--- src/rtl/i2c_bus_conditioner_if.sv ---
// rtl/i2c_bus_conditioner_if.sv - pad inputs and conditioned bus-event outputs of i2c_bus_conditioner
//
// Signals:
//   in_scl, in_sda      raw asynchronous pad levels (driven by the pad side)
//   out_scl, out_sda    filtered levels
//   out_scl_rise/fall   one-cycle filtered SCL edge strobes
//   out_start/out_stop  one-cycle START (incl. repeated START) / STOP strobes
//   out_bus_busy        high from START until STOP or timeout
//   out_timeout         one-cycle strobe when SCL has been held low too long while busy
// Modports: slave = the conditioner, master = pad side / consumer.
interface i2c_bus_conditioner_if;
    logic in_scl;
    logic in_sda;
    logic out_scl;
    logic out_sda;
    logic out_scl_rise;
    logic out_scl_fall;
    logic out_start;
    logic out_stop;
    logic out_bus_busy;
    logic out_timeout;

    modport slave (
        input  in_scl, in_sda,
        output out_scl, out_sda, out_scl_rise, out_scl_fall,
               out_start, out_stop, out_bus_busy, out_timeout
    );

    modport master (
        output in_scl, in_sda,
        input  out_scl, out_sda, out_scl_rise, out_scl_fall,
               out_start, out_stop, out_bus_busy, out_timeout
    );
endinterface

--- src/rtl/i2c_bus_conditioner.sv ---
// rtl/i2c_bus_conditioner.sv - synchronize, deglitch and decode raw I2C pad levels into bus-event strobes
//
// Ports:
//   in_clk    system clock, rising edge
//   in_rst_p  synchronous reset, active-high
//   bus       i2c_bus_conditioner_if.slave (pads in, filtered levels and strobes out)
// Parameters:
//   SYNC_STAGES     synchronizer depth (>= 2)
//   FILTER_CYCLES   cycles a synchronized level must hold before it is accepted (>= 1)
//   TIMEOUT_CYCLES  busy SCL-low cycles before a timeout; 0 removes the timeout logic
module i2c_bus_conditioner #(
    parameter int SYNC_STAGES    = 2,
    parameter int FILTER_CYCLES  = 3,
    parameter int TIMEOUT_CYCLES = 2500000
) (
    input  logic                  in_clk,
    input  logic                  in_rst_p,
    i2c_bus_conditioner_if.slave  bus
);

    localparam int FW = (FILTER_CYCLES > 1) ? $clog2(FILTER_CYCLES + 1) : 1;

    localparam logic [0:0] ST_IDLE = 1'b0;
    localparam logic [0:0] ST_BUSY = 1'b1;

    logic [SYNC_STAGES-1:0] scl_sync;
    logic [SYNC_STAGES-1:0] sda_sync;
    logic                   scl_s;
    logic                   sda_s;
    logic [FW-1:0]          scl_cnt;
    logic [FW-1:0]          sda_cnt;
    logic                   scl_filt;
    logic                   sda_filt;
    logic                   scl_toggle;
    logic                   sda_toggle;
    logic                   start_evt;
    logic                   stop_evt;
    logic                   timeout_evt;
    logic [0:0]             state;
    logic                   scl_rise_q;
    logic                   scl_fall_q;
    logic                   start_q;
    logic                   stop_q;
    logic                   timeout_q;

    always_ff @(posedge in_clk) begin
        if (in_rst_p) begin
            scl_sync <= '1;
            sda_sync <= '1;
        end else begin
            scl_sync <= {scl_sync[SYNC_STAGES-2:0], bus.in_scl};
            sda_sync <= {sda_sync[SYNC_STAGES-2:0], bus.in_sda};
        end
    end

    assign scl_s = scl_sync[SYNC_STAGES-1];
    assign sda_s = sda_sync[SYNC_STAGES-1];

    // The filtered level flips on the cycle the counter would reach FILTER_CYCLES,
    // giving a fixed SYNC_STAGES+FILTER_CYCLES pad-to-output latency.
    assign scl_toggle = (scl_s != scl_filt) && (scl_cnt == FW'(FILTER_CYCLES - 1));
    assign sda_toggle = (sda_s != sda_filt) && (sda_cnt == FW'(FILTER_CYCLES - 1));

    always_ff @(posedge in_clk) begin
        if (in_rst_p) begin
            scl_cnt  <= '0;
            scl_filt <= 1'b1;
        end else if (scl_s == scl_filt) begin
            scl_cnt  <= '0;
        end else if (scl_toggle) begin
            scl_cnt  <= '0;
            scl_filt <= ~scl_filt;
        end else begin
            scl_cnt  <= scl_cnt + 1'b1;
        end
    end

    always_ff @(posedge in_clk) begin
        if (in_rst_p) begin
            sda_cnt  <= '0;
            sda_filt <= 1'b1;
        end else if (sda_s == sda_filt) begin
            sda_cnt  <= '0;
        end else if (sda_toggle) begin
            sda_cnt  <= '0;
            sda_filt <= ~sda_filt;
        end else begin
            sda_cnt  <= sda_cnt + 1'b1;
        end
    end

    // SDA moving while SCL also moves is ambiguous, so it never counts as START/STOP.
    assign start_evt = sda_toggle &  sda_filt & scl_filt & ~scl_toggle;
    assign stop_evt  = sda_toggle & ~sda_filt & scl_filt & ~scl_toggle;

    generate
        if (TIMEOUT_CYCLES > 0) begin : g_timeout
            localparam int TW = $clog2(TIMEOUT_CYCLES + 1);
            logic [TW-1:0] tmo_cnt;

            assign timeout_evt = (state == ST_BUSY) && !scl_filt &&
                                 (tmo_cnt == TW'(TIMEOUT_CYCLES - 1));

            always_ff @(posedge in_clk) begin
                if (in_rst_p || state != ST_BUSY || scl_filt || timeout_evt) begin
                    tmo_cnt <= '0;
                end else if (tmo_cnt != TW'(TIMEOUT_CYCLES)) begin
                    tmo_cnt <= tmo_cnt + 1'b1;
                end
            end
        end else begin : g_no_timeout
            assign timeout_evt = 1'b0;
        end
    endgenerate

    // Busy rises together with the out_start strobe but falls only after the
    // out_stop strobe, so the STOP cycle itself is still reported as busy.
    always_ff @(posedge in_clk) begin
        if (in_rst_p) begin
            state <= ST_IDLE;
        end else if (timeout_evt) begin
            state <= ST_IDLE;
        end else if (start_evt) begin
            state <= ST_BUSY;
        end else if (stop_q) begin
            state <= ST_IDLE;
        end
    end

    always_ff @(posedge in_clk) begin
        if (in_rst_p) begin
            scl_rise_q <= 1'b0;
            scl_fall_q <= 1'b0;
            start_q    <= 1'b0;
            stop_q     <= 1'b0;
            timeout_q  <= 1'b0;
        end else begin
            scl_rise_q <= scl_toggle & ~scl_filt;
            scl_fall_q <= scl_toggle &  scl_filt;
            start_q    <= start_evt;
            stop_q     <= stop_evt;
            timeout_q  <= timeout_evt;
        end
    end

    assign bus.out_scl      = scl_filt;
    assign bus.out_sda      = sda_filt;
    assign bus.out_scl_rise = scl_rise_q;
    assign bus.out_scl_fall = scl_fall_q;
    assign bus.out_start    = start_q;
    assign bus.out_stop     = stop_q;
    assign bus.out_bus_busy = (state == ST_BUSY);
    assign bus.out_timeout  = timeout_q;

endmodule

--- src/flat_wrapper.sv ---
// flat-port wrapper written by rule: the top's interface ports become plain ports
module i2c_bus_conditioner_flat 
#(
    parameter int SYNC_STAGES    = 2,
    parameter int FILTER_CYCLES  = 3,
    parameter int TIMEOUT_CYCLES = 2500000
)
  (in_clk, in_rst_p, bus_in_scl, bus_in_sda, bus_out_scl, bus_out_sda, bus_out_scl_rise, bus_out_scl_fall, bus_out_start, bus_out_stop, bus_out_bus_busy, bus_out_timeout);
  i2c_bus_conditioner_if bus_i ();
  input  logic in_clk;
  input  logic in_rst_p;
  input wire logic [$bits(bus_i.in_scl)-1:0] bus_in_scl;
  input wire logic [$bits(bus_i.in_sda)-1:0] bus_in_sda;
  output wire logic [$bits(bus_i.out_scl)-1:0] bus_out_scl;
  output wire logic [$bits(bus_i.out_sda)-1:0] bus_out_sda;
  output wire logic [$bits(bus_i.out_scl_rise)-1:0] bus_out_scl_rise;
  output wire logic [$bits(bus_i.out_scl_fall)-1:0] bus_out_scl_fall;
  output wire logic [$bits(bus_i.out_start)-1:0] bus_out_start;
  output wire logic [$bits(bus_i.out_stop)-1:0] bus_out_stop;
  output wire logic [$bits(bus_i.out_bus_busy)-1:0] bus_out_bus_busy;
  output wire logic [$bits(bus_i.out_timeout)-1:0] bus_out_timeout;
  assign bus_i.in_scl = bus_in_scl;
  assign bus_i.in_sda = bus_in_sda;
  assign bus_out_scl = bus_i.out_scl;
  assign bus_out_sda = bus_i.out_sda;
  assign bus_out_scl_rise = bus_i.out_scl_rise;
  assign bus_out_scl_fall = bus_i.out_scl_fall;
  assign bus_out_start = bus_i.out_start;
  assign bus_out_stop = bus_i.out_stop;
  assign bus_out_bus_busy = bus_i.out_bus_busy;
  assign bus_out_timeout = bus_i.out_timeout;
  i2c_bus_conditioner #(.SYNC_STAGES(SYNC_STAGES), .FILTER_CYCLES(FILTER_CYCLES), .TIMEOUT_CYCLES(TIMEOUT_CYCLES)) u_core (.in_clk(in_clk), .in_rst_p(in_rst_p), .bus(bus_i));
endmodule
--- config.mk ---
export PLATFORM = sky130hd
export DESIGN_NAME = i2c_bus_conditioner_flat
export DESIGN_NICKNAME = d
export VERILOG_FILES = /design/src/rtl/i2c_bus_conditioner_if.sv /design/src/rtl/i2c_bus_conditioner.sv /design/src/flat_wrapper.sv
export SDC_FILE = /design/constraint.sdc
export NUM_CORES = 1
export LEC_CHECK = 0
export CAP_MARGIN = 20
export CORE_MARGIN = 1.5
export CORE_UTILIZATION = 45
export CTS_BUF_LIST = sky130_fd_sc_hd__clkbuf_16
export DETAILED_ROUTE_END_ITERATION = 6
export GPL_TIMING_DRIVEN = 1
export MAX_ROUTING_LAYER = met4
export SETUP_SLACK_MARGIN = 0.5
export SYNTH_ARGS = -nofsm -noshare
export SYNTH_HDL_FRONTEND = slang
export SYNTH_SLANG_ARGS = --single-unit
--- constraint.sdc ---
create_clock -name in_clk -period 1.8 [get_ports in_clk]
set_clock_uncertainty 0.05 [all_clocks]
set_input_delay 0.27 -clock in_clk [delete_from_list [all_inputs] [get_ports in_clk]]
set_output_delay 0.27 -clock in_clk [all_outputs]
set_load 0.1 [all_outputs]
==> impl_metrics.toml <==
[clock_network]
htree_levels = 2
cts_root_buffer = "clkbuf_16"
clock_sinks = 38
clockBufferDepth = 2
path_clk_slew_ps = 60
tritoncts = "built"
numCtsBuffers = 5
clkLatencyLatePin_ps = 280

[min_path]
whs_endpoint = "u_core.sda_sync[1]"
hp-class = "reg2reg"
worstHoldStart = "u_core.sda_sync[0]"
hold_depth = 1

[synth]
synth_cells = 180
seq_area_frac_synth_pct = 46.4
netlist_area_um2 = 1640
yosys_warnings = 0
netlist_top_cells_count = "38 x dfxtp_1, 19 x nor2_1, 11 x a21oi_1, 11 x nand3_1, 11 x o21ai_0"
synth-async-reset-ratio_pct = 0
synth_top_area_share_pct = 46.4
yosys_most_used_dff = "dfxtp_1"
synth.most_common_cell = "dfxtp_1"
syn_avg_cell_area_um2 = 9.11
synth.largest_area_cell = "dfxtp_1"
synth_edf_count = 0
synth.area.top_cells = "dfxtp_1 46%, xor2_1 4.8%, nor2_1 4.4%, a21oi_1 3.4%, nand3_1 3.4%"
synth_seq_cells = 38
syn-num-nets = 188
ys_types = 33

[final_layout]
utilization_pct = 68.1
syn_to_final_growth_pct = 41.9
nFillCells = 283
drive_above_1_share_pct = 37.2
fin_nets = 222
diodes = 0
fin_area_um2 = 2330

[timing]
whs_ps = 358
rsz0062_at_grt = "true"
slew_violations = 0
fin_crit_sh_pct = 87.8
tns_ps = 0
final-hold-violation-count = 0
fmax_mhz = 633
relSlewSlack_pct = 81.3
setup_viol = 0
tightestPinTransition_ps = 279
min_period_ps = 1580
worst_slack_ps = 219

[pwr]
clock_power_share_pct = 56.6
p_switching_w = 0.000342
seq_power_share_pct = 42.3
ir_drop_mv = 0.524
leakagePower_nw = 0.841
p_sw_share_pct = 17.3
p_per_area_nw_per_um2 = 850
p_comb_share_pct = 1.2
internal_power_w = 0.00163

[worst_setup_path]
r2r-start = "u_core.g_timeout.tmo_cnt[6]"
critPathCaptureType = "flop"
worstRegToRegCells = 5
crit_type = "reg2reg"
crit_fanout = 11
startpoint = "u_core.g_timeout.tmo_cnt[6]"
r2r-end = "u_core.g_timeout.tmo_cnt[21]"
cp.required_ps = 1910
r2r_slack_ps = 220
crit_path_start_kind = "flop"
crit_arrival_ps = 1690

[die]
core-area_um2 = 3420
die_x_um = 63.4
start_util_pct = 48.0
core.rowCount = 21
fp.dieH_um = 63.4
dieArea_um2 = 4010
ios = 12

[global_route]
grt.overflow.total = 0
antenna_found_initial = 0
grt_pass1_wl_mm = 5.90
grt_pass1_vias = 1281
grt_start_max_net_pins = 23
grt_usage_pct = 19.4

[route]
vias_per_cell = 5.31
ant_nets = 0
detail_route.wl_per_cell_um = 13.9
drc_errors = 0
drt_pre_antenna_iters = 4
wirelength_mm = 3.62
dr.first_iter.drc_count = 78
vias = 1386

[place]
gp_congestion = 0.767
dp_hpwl_mm = 2.23
place_area_um2 = 1890
portBuffers = 11
dp_slack_ps = 152

[outcome]
status = "finished, final reports clean"

[job]
maxCapViolCount = 0
-- repair_timing --
item / CTS / global route
gates cloned: 0 / 1
pin swaps: 7 / 6
setup buffers: 9 / 6
endpoints found under the hold margin: 0 / 0
gates resized for setup: 26 / 13
hold buffers: 0 / 0
setup endpoints to repair: 24 / 24
-- worst max path at each step --
stage	end	slack, ps
after global placement	u_core.g_timeout.tmo_cnt[0]	180
after floorplan	u_core.g_timeout.tmo_cnt[18]	310
final	u_core.g_timeout.tmo_cnt[21]	220
after detailed placement	u_core.g_timeout.tmo_cnt[10]	150
after CTS	u_core.g_timeout.tmo_cnt[19]	290
after global routing	u_core.g_timeout.tmo_cnt[21]	180
-- critical path: stages (launching register included) --
cell and delay, ps:
dfxtp_4 360, nor4b_4 330, and4_4 280, a311o_2 230, clkbuf_16 180, a21oi_1 40
-- per-layer routing --
| layer | share of wire (%) | GRT usage [%] | vias up |
|---|---|---|---|
| li1 | - | - | 703 |
| met1 | 47 | 22.9 | 659 |
| met2 | 48 | 31.4 | 17 |
| met3 | 3.2 | 4.82 | 7 |
| met4 | 1.8 | 8.15 | 0 |
| met5 | 0 | - | - |
-- registers in the layout, summed over array words and instances (netlist names) --
signal                    cells
u_core.bus.out_scl_rise       1
u_core.bus.out_stop           1
u_core.sda_sync               2
u_core.bus.out_scl            1
u_core.bus.out_sda            1
u_core.scl_sync               2
u_core.g_timeout.tmo_cnt     22
u_core.sda_cnt                2
u_core.scl_cnt                2
u_core.bus.out_timeout        1
u_core.bus.out_bus_busy       1
u_core.bus.out_start          1
u_core.bus.out_scl_fall       1
-- power groups by stage --
stage / logic, W / clock network, W / registers, W
2_1_floorplan: 0.0000112 / 0 / 0.000863
3_3_place_gp: 0.0000221 / 0 / 0.000863
3_5_place_dp: 0.0000232 / 0 / 0.000863
4_1_cts: 0.0000233 / 0.00113 / 0.000840
5_1_grt: 0.0000259 / 0.00117 / 0.000836
6_report: 0.0000233 / 0.00112 / 0.000836
-- layout make-up --
class                           count  area [um2]  area share (%)
Multi-Input combinational cell    127         906            38.9
Sequential cell                    38         812            34.9
Timing Repair Buffer               33         328            14.1
Clock buffer                        5         125            5.38
Clock inverter                      3        63.8            2.74
Tap cell                           46        57.6            2.47
Inverter                            9        33.8            1.45
-- kinds of logic (layout without fill, tap and decap cells) --
kind of cell,count (synthesis),count (layout),share of synthesized area [%]
AO/OA/AOI/OAI,25,25,8.32
multiplexers,1,1,0.611
XOR/XNOR,12,12,6.41
AND/OR/NAND/NOR,85,85,30.5
flip-flops,38,38,46.4
adder cells (fa/ha/maj),4,4,3.05
buffers and inverters,15,50,4.73
-- metrics by stage --
| stage | instances | power [W] |
|---|---|---|
| after floorplan | 180 | 0.000874 |
| after global placement | 237 | 0.000885 |
| after detailed placement | 237 | 0.000886 |
| after CTS | 254 | 0.00200 |
| after global routing | 261 | 0.00204 |
| final | 261 | 0.00198 |
-- cells in the final DEF, fill, tap and decap left out, drive strengths merged --
master / netlist / layout
o21ai: 11 / 11
inv: 9 / 9
clkinv: 0 / 1
mux2i: 1 / 1
nor3b: 1 / 1
or3: 7 / 7
buf: 5 / 29
nand3: 11 / 11
o31ai: 2 / 2
nor2b: 3 / 3
nand4: 8 / 8
nand2b: 2 / 2
nor4bb: 2 / 2
dfxtp: 38 / 38
or2b: 1 / 1
clkdlybuf4s50: 0 / 3
and4: 6 / 6
bufinv: 0 / 2
nor4b: 3 / 3
xor2: 9 / 9
clkbuf: 1 / 6
a21oi: 11 / 11
a311o: 1 / 1
nor3: 3 / 3
or2: 4 / 4
ha: 4 / 4
and2: 2 / 2
and3: 3 / 3
nand2: 8 / 8
xnor2: 3 / 3
nor2: 19 / 19
or4: 2 / 2
Power figures use the tool's default switching activity.
